File: src/rtl/alu_seq_pkg.sv
// Shared types and constants for the ALU host sequencer: FSM state encoding,
// default bus width and the ALU op-codes.
package alu_seq_pkg;

  localparam int ALU_DATA_W = 8;

  localparam logic [1:0] ALU_OP_ADD = 2'b00;
  localparam logic [1:0] ALU_OP_SUB = 2'b01;
  localparam logic [1:0] ALU_OP_MUL = 2'b10;
  localparam logic [1:0] ALU_OP_DIV = 2'b11;

  typedef enum logic [2:0] {
    S_IDLE   = 3'd0,
    S_START  = 3'd1,
    S_LOAD_Y = 3'd2,
    S_WAIT   = 3'd3,
    S_CAP_LO = 3'd4,
    S_RESP   = 3'd5
  } seq_state_e;

endpackage

File: src/rtl/alu_seq_watchdog.sv
// WAIT-state watchdog: counts WAIT cycles and flags expiry on the cycle the
// count reaches TIMEOUT_CYC. Only instantiated when ALU_SEQ_TIMEOUT_EN is defined.
module alu_seq_watchdog #(
  parameter int TIMEOUT_CYC = 255
) (
  input  logic clk,
  input  logic rst,
  input  logic clear,
  input  logic enable,
  output logic expired
);

  localparam int CNT_W = $clog2(TIMEOUT_CYC + 1);

  logic [CNT_W-1:0] count_q, count_d;

  // Expiry is flagged during the WAIT cycle whose increment would reach the limit.
  assign expired = enable && (count_q == CNT_W'(TIMEOUT_CYC - 1));

  always_comb begin
    count_d = count_q;
    if (clear) begin
      count_d = '0;
    end else if (enable && !expired) begin
      count_d = count_q + CNT_W'(1);
    end
  end

  always_ff @(posedge clk or negedge rst) begin
    if (!rst) begin
      count_q <= '0;
    end else begin
      count_q <= count_d;
    end
  end

endmodule

File: src/rtl/alu_host_sequencer.sv
// Initiator-side sequencer for the multi-cycle ALU: takes one (op, X, Y) request,
// streams it onto the ALU bus, collects the two result bytes and returns them.
// Optional WAIT watchdog enabled by defining ALU_SEQ_TIMEOUT_EN.
module alu_host_sequencer
  import alu_seq_pkg::*;
#(
  parameter int DATA_W      = ALU_DATA_W,
  parameter int TIMEOUT_CYC = 255
) (
  input  logic                  clk,
  input  logic                  rst,
  input  logic                  req_valid,
  output logic                  req_ready,
  input  logic [1:0]            req_op,
  input  logic [DATA_W-1:0]     req_x,
  input  logic [DATA_W-1:0]     req_y,
  output logic                  rsp_valid,
  input  logic                  rsp_ready,
  output logic [2*DATA_W-1:0]   rsp_data,
  output logic                  rsp_timeout,
  output logic [DATA_W-1:0]     alu_inbus,
  output logic [1:0]            alu_op,
  output logic                  alu_start,
  input  logic [DATA_W-1:0]     alu_outbus,
  input  logic                  alu_finish,
  output logic                  busy
);

  if (TIMEOUT_CYC < 1) begin : g_bad_timeout
    $error("alu_host_sequencer: TIMEOUT_CYC must be at least 1");
  end

  seq_state_e            state_q, state_d;
  logic [1:0]            op_q, op_d;
  logic [DATA_W-1:0]     x_q, x_d;
  logic [DATA_W-1:0]     y_q, y_d;
  logic [2*DATA_W-1:0]   rsp_data_q, rsp_data_d;
  logic                  timeout_hit;

  // NOTE: every signal gets its default before the case so no path leaves it
  // unassigned; otherwise synthesis infers a latch to hold the old value.
  always_comb begin
    state_d    = state_q;
    op_d       = op_q;
    x_d        = x_q;
    y_d        = y_q;
    rsp_data_d = rsp_data_q;
    case (state_q)
      S_IDLE: begin
        if (req_valid) begin
          op_d    = req_op;
          x_d     = req_x;
          y_d     = req_y;
          state_d = S_START;
        end
      end
      S_START:  state_d = S_LOAD_Y;
      S_LOAD_Y: state_d = S_WAIT;
      S_WAIT: begin
        // A real finish on the expiry cycle still wins over the watchdog.
        if (alu_finish) begin
          rsp_data_d[2*DATA_W-1:DATA_W] = alu_outbus;
          state_d                       = S_CAP_LO;
        end else if (timeout_hit) begin
          rsp_data_d = '0;
          state_d    = S_RESP;
        end
      end
      S_CAP_LO: begin
        rsp_data_d[DATA_W-1:0] = alu_outbus;
        state_d                = S_RESP;
      end
      S_RESP: begin
        if (rsp_ready) begin
          state_d = S_IDLE;
        end
      end
      default: state_d = S_IDLE;
    endcase
  end

  // Outputs decode from registered state only, so nothing on the host or ALU
  // side has a combinational path back through the sequencer.
  always_comb begin
    req_ready = 1'b0;
    rsp_valid = 1'b0;
    busy      = 1'b1;
    alu_start = 1'b0;
    alu_inbus = '0;
    alu_op    = 2'b00;
    case (state_q)
      S_IDLE: begin
        req_ready = 1'b1;
        busy      = 1'b0;
      end
      S_START: begin
        alu_start = 1'b1;
        alu_inbus = x_q;
        alu_op    = op_q;
      end
      S_LOAD_Y: begin
        alu_inbus = y_q;
        alu_op    = op_q;
      end
      S_WAIT, S_CAP_LO: alu_op = op_q;
      S_RESP:  rsp_valid = 1'b1;
      default: ;
    endcase
  end

  assign rsp_data = rsp_data_q;

  // NOTE: state registers use non-blocking assignments so every flop samples
  // the pre-edge values regardless of process evaluation order.
  always_ff @(posedge clk or negedge rst) begin
    if (!rst) begin
      state_q    <= S_IDLE;
      op_q       <= 2'b00;
      x_q        <= '0;
      y_q        <= '0;
      rsp_data_q <= '0;
    end else begin
      state_q    <= state_d;
      op_q       <= op_d;
      x_q        <= x_d;
      y_q        <= y_d;
      rsp_data_q <= rsp_data_d;
    end
  end

`ifdef ALU_SEQ_TIMEOUT_EN
  logic timeout_q, timeout_d;

  // Count is cleared in LOAD_Y so it starts from zero on the first WAIT cycle.
  alu_seq_watchdog #(
    .TIMEOUT_CYC (TIMEOUT_CYC)
  ) u_watchdog (
    .clk     (clk),
    .rst     (rst),
    .clear   (state_q == S_LOAD_Y),
    .enable  (state_q == S_WAIT),
    .expired (timeout_hit)
  );

  always_comb begin
    timeout_d = timeout_q;
    if (state_q == S_WAIT && !alu_finish && timeout_hit) begin
      timeout_d = 1'b1;
    end else if (state_q == S_RESP && rsp_ready) begin
      timeout_d = 1'b0;
    end
  end

  always_ff @(posedge clk or negedge rst) begin
    if (!rst) begin
      timeout_q <= 1'b0;
    end else begin
      timeout_q <= timeout_d;
    end
  end

  assign rsp_timeout = timeout_q;
`else
  assign timeout_hit = 1'b0;
  assign rsp_timeout = 1'b0;
`endif

endmodule

File: config.mk
export PLATFORM = sky130hd
export DESIGN_NAME = alu_host_sequencer
export DESIGN_NICKNAME = d
export VERILOG_FILES = /design/src/rtl/alu_seq_pkg.sv /design/src/rtl/alu_seq_watchdog.sv /design/src/rtl/alu_host_sequencer.sv
export SDC_FILE = /design/constraint.sdc
export NUM_CORES = 1
export LEC_CHECK = 0
export ABC_AREA = 1
export CAP_MARGIN = 10
export CORE_ASPECT_RATIO = 0.9
export CORE_MARGIN = 1.5
export CORE_UTILIZATION = 47
export CTS_CLUSTER_SIZE = 24
export DETAILED_ROUTE_END_ITERATION = 12
export GPL_ROUTABILITY_DRIVEN = 0
export PLACE_DENSITY = 0.84
export SYNTH_ARGS = -nofsm -noshare
export SYNTH_HDL_FRONTEND = slang
export SYNTH_HIERARCHICAL = 1
export SYNTH_SLANG_ARGS = --single-unit
export TNS_END_PERCENT = 100
File: constraint.sdc
create_clock -name clk -period 2.8 [get_ports clk]
set_input_delay 0.28 -clock clk [delete_from_list [all_inputs] [get_ports clk]]
set_output_delay 0.28 -clock clk [all_outputs]
set_load 0.01 [all_outputs]
==> impl_metrics.py, run 1 <==
metrics = {
    "setup_path": {
        "start_kind": "register",
        "reg2reg_slack_ns": 1.02,
        "reg2reg_from": "state_q[2]",
        "cp.arrival_ns": 2.19,
        "required_ns": 2.52,
        "cp_max_fo": 17,
        "r2r_end": "y_q[4]",
        "critPathKind": "register to output port",
        "worst_r2r_path_depth": 6,
        "critPathCaptureType": "output port",
    },
    "die": {
        "start_util": 0.498,
        "core_mm2": 0.00340,
        "die_w_um": 66.3,
        "die-area_mm2": 0.00398,
        "io_pins": 62,
        "num_rows": 20,
        "fp.dieH_um": 60.0,
    },
    "placement": {
        "place_ws_ns": 0.667,
        "dpl.hpwl_um": 2790,
        "postPlaceCellArea_mm2": 0.00226,
        "io_buffers": 60,
    },
    "sta": {
        "setup_slack_ns": 0.334,
        "finalHoldViolCount": 0,
        "fmax_mhz": 406,
        "grt_setup_unrepaired": "no",
        "slew_headroom": 0.475,
        "finalCriticalPeriod_ns": 2.47,
        "finalSetupViolations": 0,
        "finalSetupTns_ns": 0,
        "skew_ns": 0.00833,
        "tightest_slew_ns": 0.788,
        "drv_slew": 0,
        "fin_crit_sh": 0.881,
    },
    "cts": {
        "holdBufCountCts": 0,
        "tritoncts": "yes",
        "ctsHtreeMaxLevel": 2,
        "cts_root_buf": "clkbuf_8",
        "cts.path.max_buffers": 2,
        "clk_pin_slew_ns": 0.08,
        "clk_latency_ns": 0.30,
        "numCtsBuffers": 5,
        "clock-sinks": 37,
        "cts-resized-gates": 0,
        "postCtsSetupBuffers": 0,
    },
    "routing": {
        "dr.pass1.iters": 5,
        "drt-wirelength-per-cell_um": 12.6,
        "drt_iter0_markers": 102,
        "vias_per_cell": 4.90,
        "drc": 0,
        "wl_um": 3880,
        "vias": 1505,
        "drtAntennaViolNets": 0,
    },
    "final_layout": {
        "fin_util": 0.692,
        "regArea_um2": 926,
        "stdcell_area_mm2": 0.00236,
        "area_growth_pct": 39.0,
        "multiInputGateArea_um2": 609,
        "antenna_cells": 0,
        "drive_above_1_share": 0.0646,
        "nets": 293,
        "fill_cells": 288,
    },
    "yosys": {
        "synth_fp_nets": 235,
        "synth_cells": 204,
        "ys_seq_elements": 37,
        "synthAdderAreaFrac": 0,
        "synth_warnings": 6,
        "syn_area_mm2": 0.00170,
        "synth-xor-area-share": 0,
        "seq_area_frac_synth": 0.546,
        "synthSimpleGateAreaFrac": 0.304,
        "synth_area_per_cell_um2": 8.31,
        "synthMuxAreaShare": 0,
        "synth_compound_area_frac": 0.0531,
        "synth_cell_types": 20,
        "synth_top_family_by_area": "simple AND/OR/NAND/NOR gates",
    },
    "power_and_ir_drop": {
        "vdd_ir_drop_max_mv": 0.584,
        "p_per_area_mw_per_mm2": 1070,
        "p_leak_nw": 1.18,
    },
    "outcome": {
        "status": "finished, final reports clean",
    },
    "global_route": {
        "grt_first_pass_wirelength_um": 6420,
        "grt-ovfl-total": 0,
        "antenna_found_initial": 0,
        "grt_pass1_vias": 1436,
        "grt_max_degree": 38,
        "grt.total_usage": 0.222,
    },
    "flow_run": {
        "maxCapViolations": 0,
    },
    "worst_hold_path": {
        "hold_path.class": "input pin to async pin",
    },
}
state kept, by name, indices dropped and copies added (netlist names):
signal	count
op_q	2
state_q	3
y_q	8
x_q	8
rsp_data	16
metrics by stage:
step / hold WS (ns) / instances / power (W)
after CTS: 0.0876 / 307 / 0.00253
after detailed placement: 0.411 / 299 / 0.00215
final: 0.0631 / 307 / 0.00251
after global placement: 0.405 / 299 / 0.00211
after floorplan: -0.0156 / 204 / 0.00161
after global routing: 0.134 / 307 / 0.00271
worst max path at each step:
stage	to	cells after the start	slack, ns	from
after floorplan	alu_op[0]	6	1.44	state_q[0]
after detailed placement	alu_op[1]	6	0.67	state_q[0]
final	alu_op[1]	6	0.33	state_q[0]
after global routing	alu_op[0]	6	0.17	state_q[0]
after CTS	alu_op[1]	6	0.33	state_q[0]
after global placement	alu_inbus[0]	6	0.73	state_q[2]
synthesized netlist by cell type:
cell type   n  area [um2]
nor2_2      1        6.26
conb_1      1        3.75
nor2_4      2        22.5
nor2_1      4        15.0
dfrtp_1    37         926
nand3_1    29         145
inv_1      17        63.8
nand2_2     3        18.8
clkbuf_1    1        3.75
clkinv_1    1        3.75
buf_2       2        10.0
and2_1      1        6.26
inv_2       1        3.75
o21ai_0     8        40.0
a21oi_1     2        10.0
nand4_1     2        12.5
buf_6       6        67.6
buf_4       1        7.51
o21ai_1     8        40.0
nand2_1    77         289
power breakdown:
group / switching, W / internal, W / leakage, nW / total [W]
registers: 0.000160 / 0.000786 / 0.460 / 0.000946
logic: 0.000613 / 0.000577 / 0.670 / 0.00119
clock network: 0.000200 / 0.000176 / 0.0481 / 0.000376
worst max-delay path, cell delays in order (launching register included):
cell and delay [ns]:
dfrtp_1 0.49, nor2_4 0.17, nand2_1 0.30, nand2_1 0.22, nor2_1 0.08, nor2_1 0.09
clkdlybuf4s50_1 0.54
layout by cell type (no fill, tap or decap), drive strengths merged:
cell           synthesis  routed
nand2                 80      80
o21ai                 16      16
a21oi                  2       2
nand4                  2       2
inv                   18      18
nand3                 29      29
dfrtp                 37      37
clkbuf                 1       5
clkdlybuf4s50          0      59
buf                    9       2
conb                   1       1
and2                   1       1
clkinv                 1       4
nor2                   7       7
layer usage:
layer,vias to the layer above,part of all wire,global-route usage
met1,697,0.44,0.276
met4,0,0.023,0.108
met3,8,0.051,0.0471
met5,-,0,0
met2,45,0.49,0.370
li1,755,-,-
layout make-up:
cell class                 instances  share of cell area
inverter                          19              0.0303
timing repair buffer              61               0.256
sequential                        37               0.393
clock inverter                     3             0.00956
multi-input combinational        138               0.259
tap                               44              0.0234
clock buffer                       5              0.0292
logic make-up (layout without fill, tap and decap cells):
family / count (synthesis) / in the layout
buffers and inverters: 29 / 88
other: 1 / 1
AOI/OAI and AO/OA: 18 / 18
and+or+nand+nor: 119 / 119
DFF: 37 / 37
Power figures use the tool's default switching activity.
==> inputs of run 2 (changes only) <==
- CORE_UTILIZATION: 47 -> 44
- PLACE_DENSITY: 0.84 -> 0.79
- RECOVER_POWER: not set -> 25
- SKIP_LAST_GASP: not set -> 1
- clock period: 2.8 -> 2.7 ns (I/O delays scaled with it)
==> run 2 against run 1 <==
The flow now finishes with violations (max-capacitance violations, max-slew violations). Global-route usage is 2.9 points lower. Non-clock buffer count is 1 higher. Clock-buffer cell count stayed put. Total power is 1.5% higher. Critical endpoint is now alu_inbus[7]. Largest cell class unchanged. Highest routed layer unchanged.
==> impl_metrics.py, run 2 (synthesized netlist as in run 1, its figures left out) <==
metrics = {
    "die": {
        "die_w_um": 68.4,
        "core_mm2": 0.00370,
        "fp.dieH_um": 61.9,
        "num_rows": 21,
        "start_util": 0.458,
        "die-area_mm2": 0.00424,
        "io_pins": 62,
    },
    "setup_path": {
        "reg2reg_slack_ns": 0.91,
        "critPathKind": "register to output port",
        "reg2reg_from": "state_q[2]",
        "start_kind": "register",
        "critPathCaptureType": "output port",
        "setup.worst_path.start": "state_q[2]",
        "cp.arrival_ns": 2.10,
        "cp_max_fo": 13,
        "required_ns": 2.43,
    },
    "placement": {
        "dpl.hpwl_um": 2610,
        "io_buffers": 60,
        "dp.cells": 302,
    },
    "final_layout": {
        "nets": 294,
        "largest_reg_flops": 16,
        "fill_cells": 324,
        "area_growth_pct": 38.5,
        "fin_cells": 308,
        "antenna_cells": 0,
        "mostFrequentLayoutCell": "nand2_1",
        "layout_common_cells": "nand2_1 (77), clkdlybuf4s50_1 (59), dfrtp_1 (37), nand3_1 (29), inv_1 (17)",
        "drive_above_1_share": 0.0573,
    },
    "cts": {
        "clock-sinks": 37,
        "cts.path.max_buffers": 2,
        "tritoncts": "yes",
        "clk_pin_slew_ns": 0.07,
        "cts_root_buf": "clkbuf_8",
        "postCtsSetupBuffers": 0,
        "clk_latency_ns": 0.28,
        "ctsHtreeMaxLevel": 2,
        "holdBufCountCts": 0,
        "cts-resized-gates": 0,
        "numCtsBuffers": 5,
    },
    "global_route": {
        "grt_pass1_vias": 1303,
        "grtUsageMet3": 0.0721,
        "grt.total_usage": 0.193,
        "grtUsageMet1": 0.250,
        "antenna_found_initial": 0,
        "grt_max_degree": 38,
        "use_met2": 0.287,
        "grt_first_pass_wirelength_um": 5790,
        "grt-ovfl-total": 0,
        "grt_busiest_layer": "met2",
    },
    "routing": {
        "drt-wirelength-per-cell_um": 11.9,
        "vias": 1467,
        "drc": 0,
        "wl_um": 3650,
        "drtAntennaViolNets": 0,
        "dr.pass1.iters": 4,
        "vias_per_cell": 4.76,
        "drt_iter0_markers": 136,
    },
    "power_and_ir_drop": {
        "p_leak_nw": 1.17,
        "vdd_ir_drop_max_mv": 0.458,
        "p_per_area_mw_per_mm2": 1090,
        "power_w": 0.00255,
    },
    "sta": {
        "skew_ns": 0.00337,
        "drv_slew": 38,
        "slew_headroom": -0.255,
        "finalSetupViolations": 0,
        "fin_crit_sh": 0.878,
        "finalSetupTns_ns": 0,
        "grt_setup_unrepaired": "no",
        "tightest_slew_ns": 1.88,
        "fmax_mhz": 422,
        "finalHoldViolCount": 0,
        "finalCriticalPeriod_ns": 2.37,
    },
    "worst_hold_path": {
        "min_from": "y_q[4]",
        "hold_path.class": "register to register",
    },
    "flow_run": {
        "maxCapViolations": 1,
    },
    "outcome": {
        "violations": "max-capacitance violations, max-slew violations",
        "status": "finished, violations left",
    },
}
-- run 2: cell types whose count changed in the layout (fill, tap and decap cells not counted), sizes merged --
cell and change:
clkbuf +1, clkinv -2
-- run 2: where the power goes --
part,switching [W],internal (W)
registers,0.000166,0.000816
logic,0.000622,0.000602
clock network,0.000175,0.000169
total,0.000962,0.00159
-- run 2: routing by layer --
| layer | vias to the layer above | wire [um] |
|---|---|---|
| met5 | - | 0 |
| met4 | 0 | 63 |
| met3 | 8 | 138 |
| met2 | 33 | 1820 |
| met1 | 669 | 1630 |
| li1 | 757 | - |
-- run 2: layout make-up --
class | count | area (um2) | share of cell area
Clock buffer | 5 | 68.8 | 0.0293
Clock inverter | 1 | 5.00 | 0.00213
Inverter | 19 | 71.3 | 0.0304
Multi-Input combinational cell | 138 | 609 | 0.260
Sequential cell | 37 | 926 | 0.394
Tap cell | 46 | 57.6 | 0.0245
Timing Repair Buffer | 62 | 609 | 0.260
-- run 2: critical path, cell delays in order, from the launching register on --
cell,delay [ns]
dfrtp_1,0.42
inv_1,0.32
nand3_1,0.19
clkinv_1,0.21
nand2_1,0.07
nand2_1,0.06
clkdlybuf4s50_1,0.53
-- run 2: final timing paths --
path	depth (start not counted)	to
setup / recovery	6	alu_inbus[7]
hold / removal	2	y_q[4]
setup reg to reg	6	x_q[2]
hold reg to reg	2	y_q[4]
max in group asynchronous	1	op_q[1]
min in group asynchronous	1	rsp_data[6]
-- run 2: through the flow --
stage          area [um2]   util  setup slack (ns)  hold WS, ns
2_1_floorplan        1700      -              1.35      -0.0256
3_5_place_dp         2270  0.614             0.669        0.406
4_1_cts              2350  0.634             0.353       0.0963
5_1_grt              2350  0.634             0.145        0.497
6_report             2350  0.634             0.330        0.473
3_3_place_gp         2270  0.614             0.707        0.402
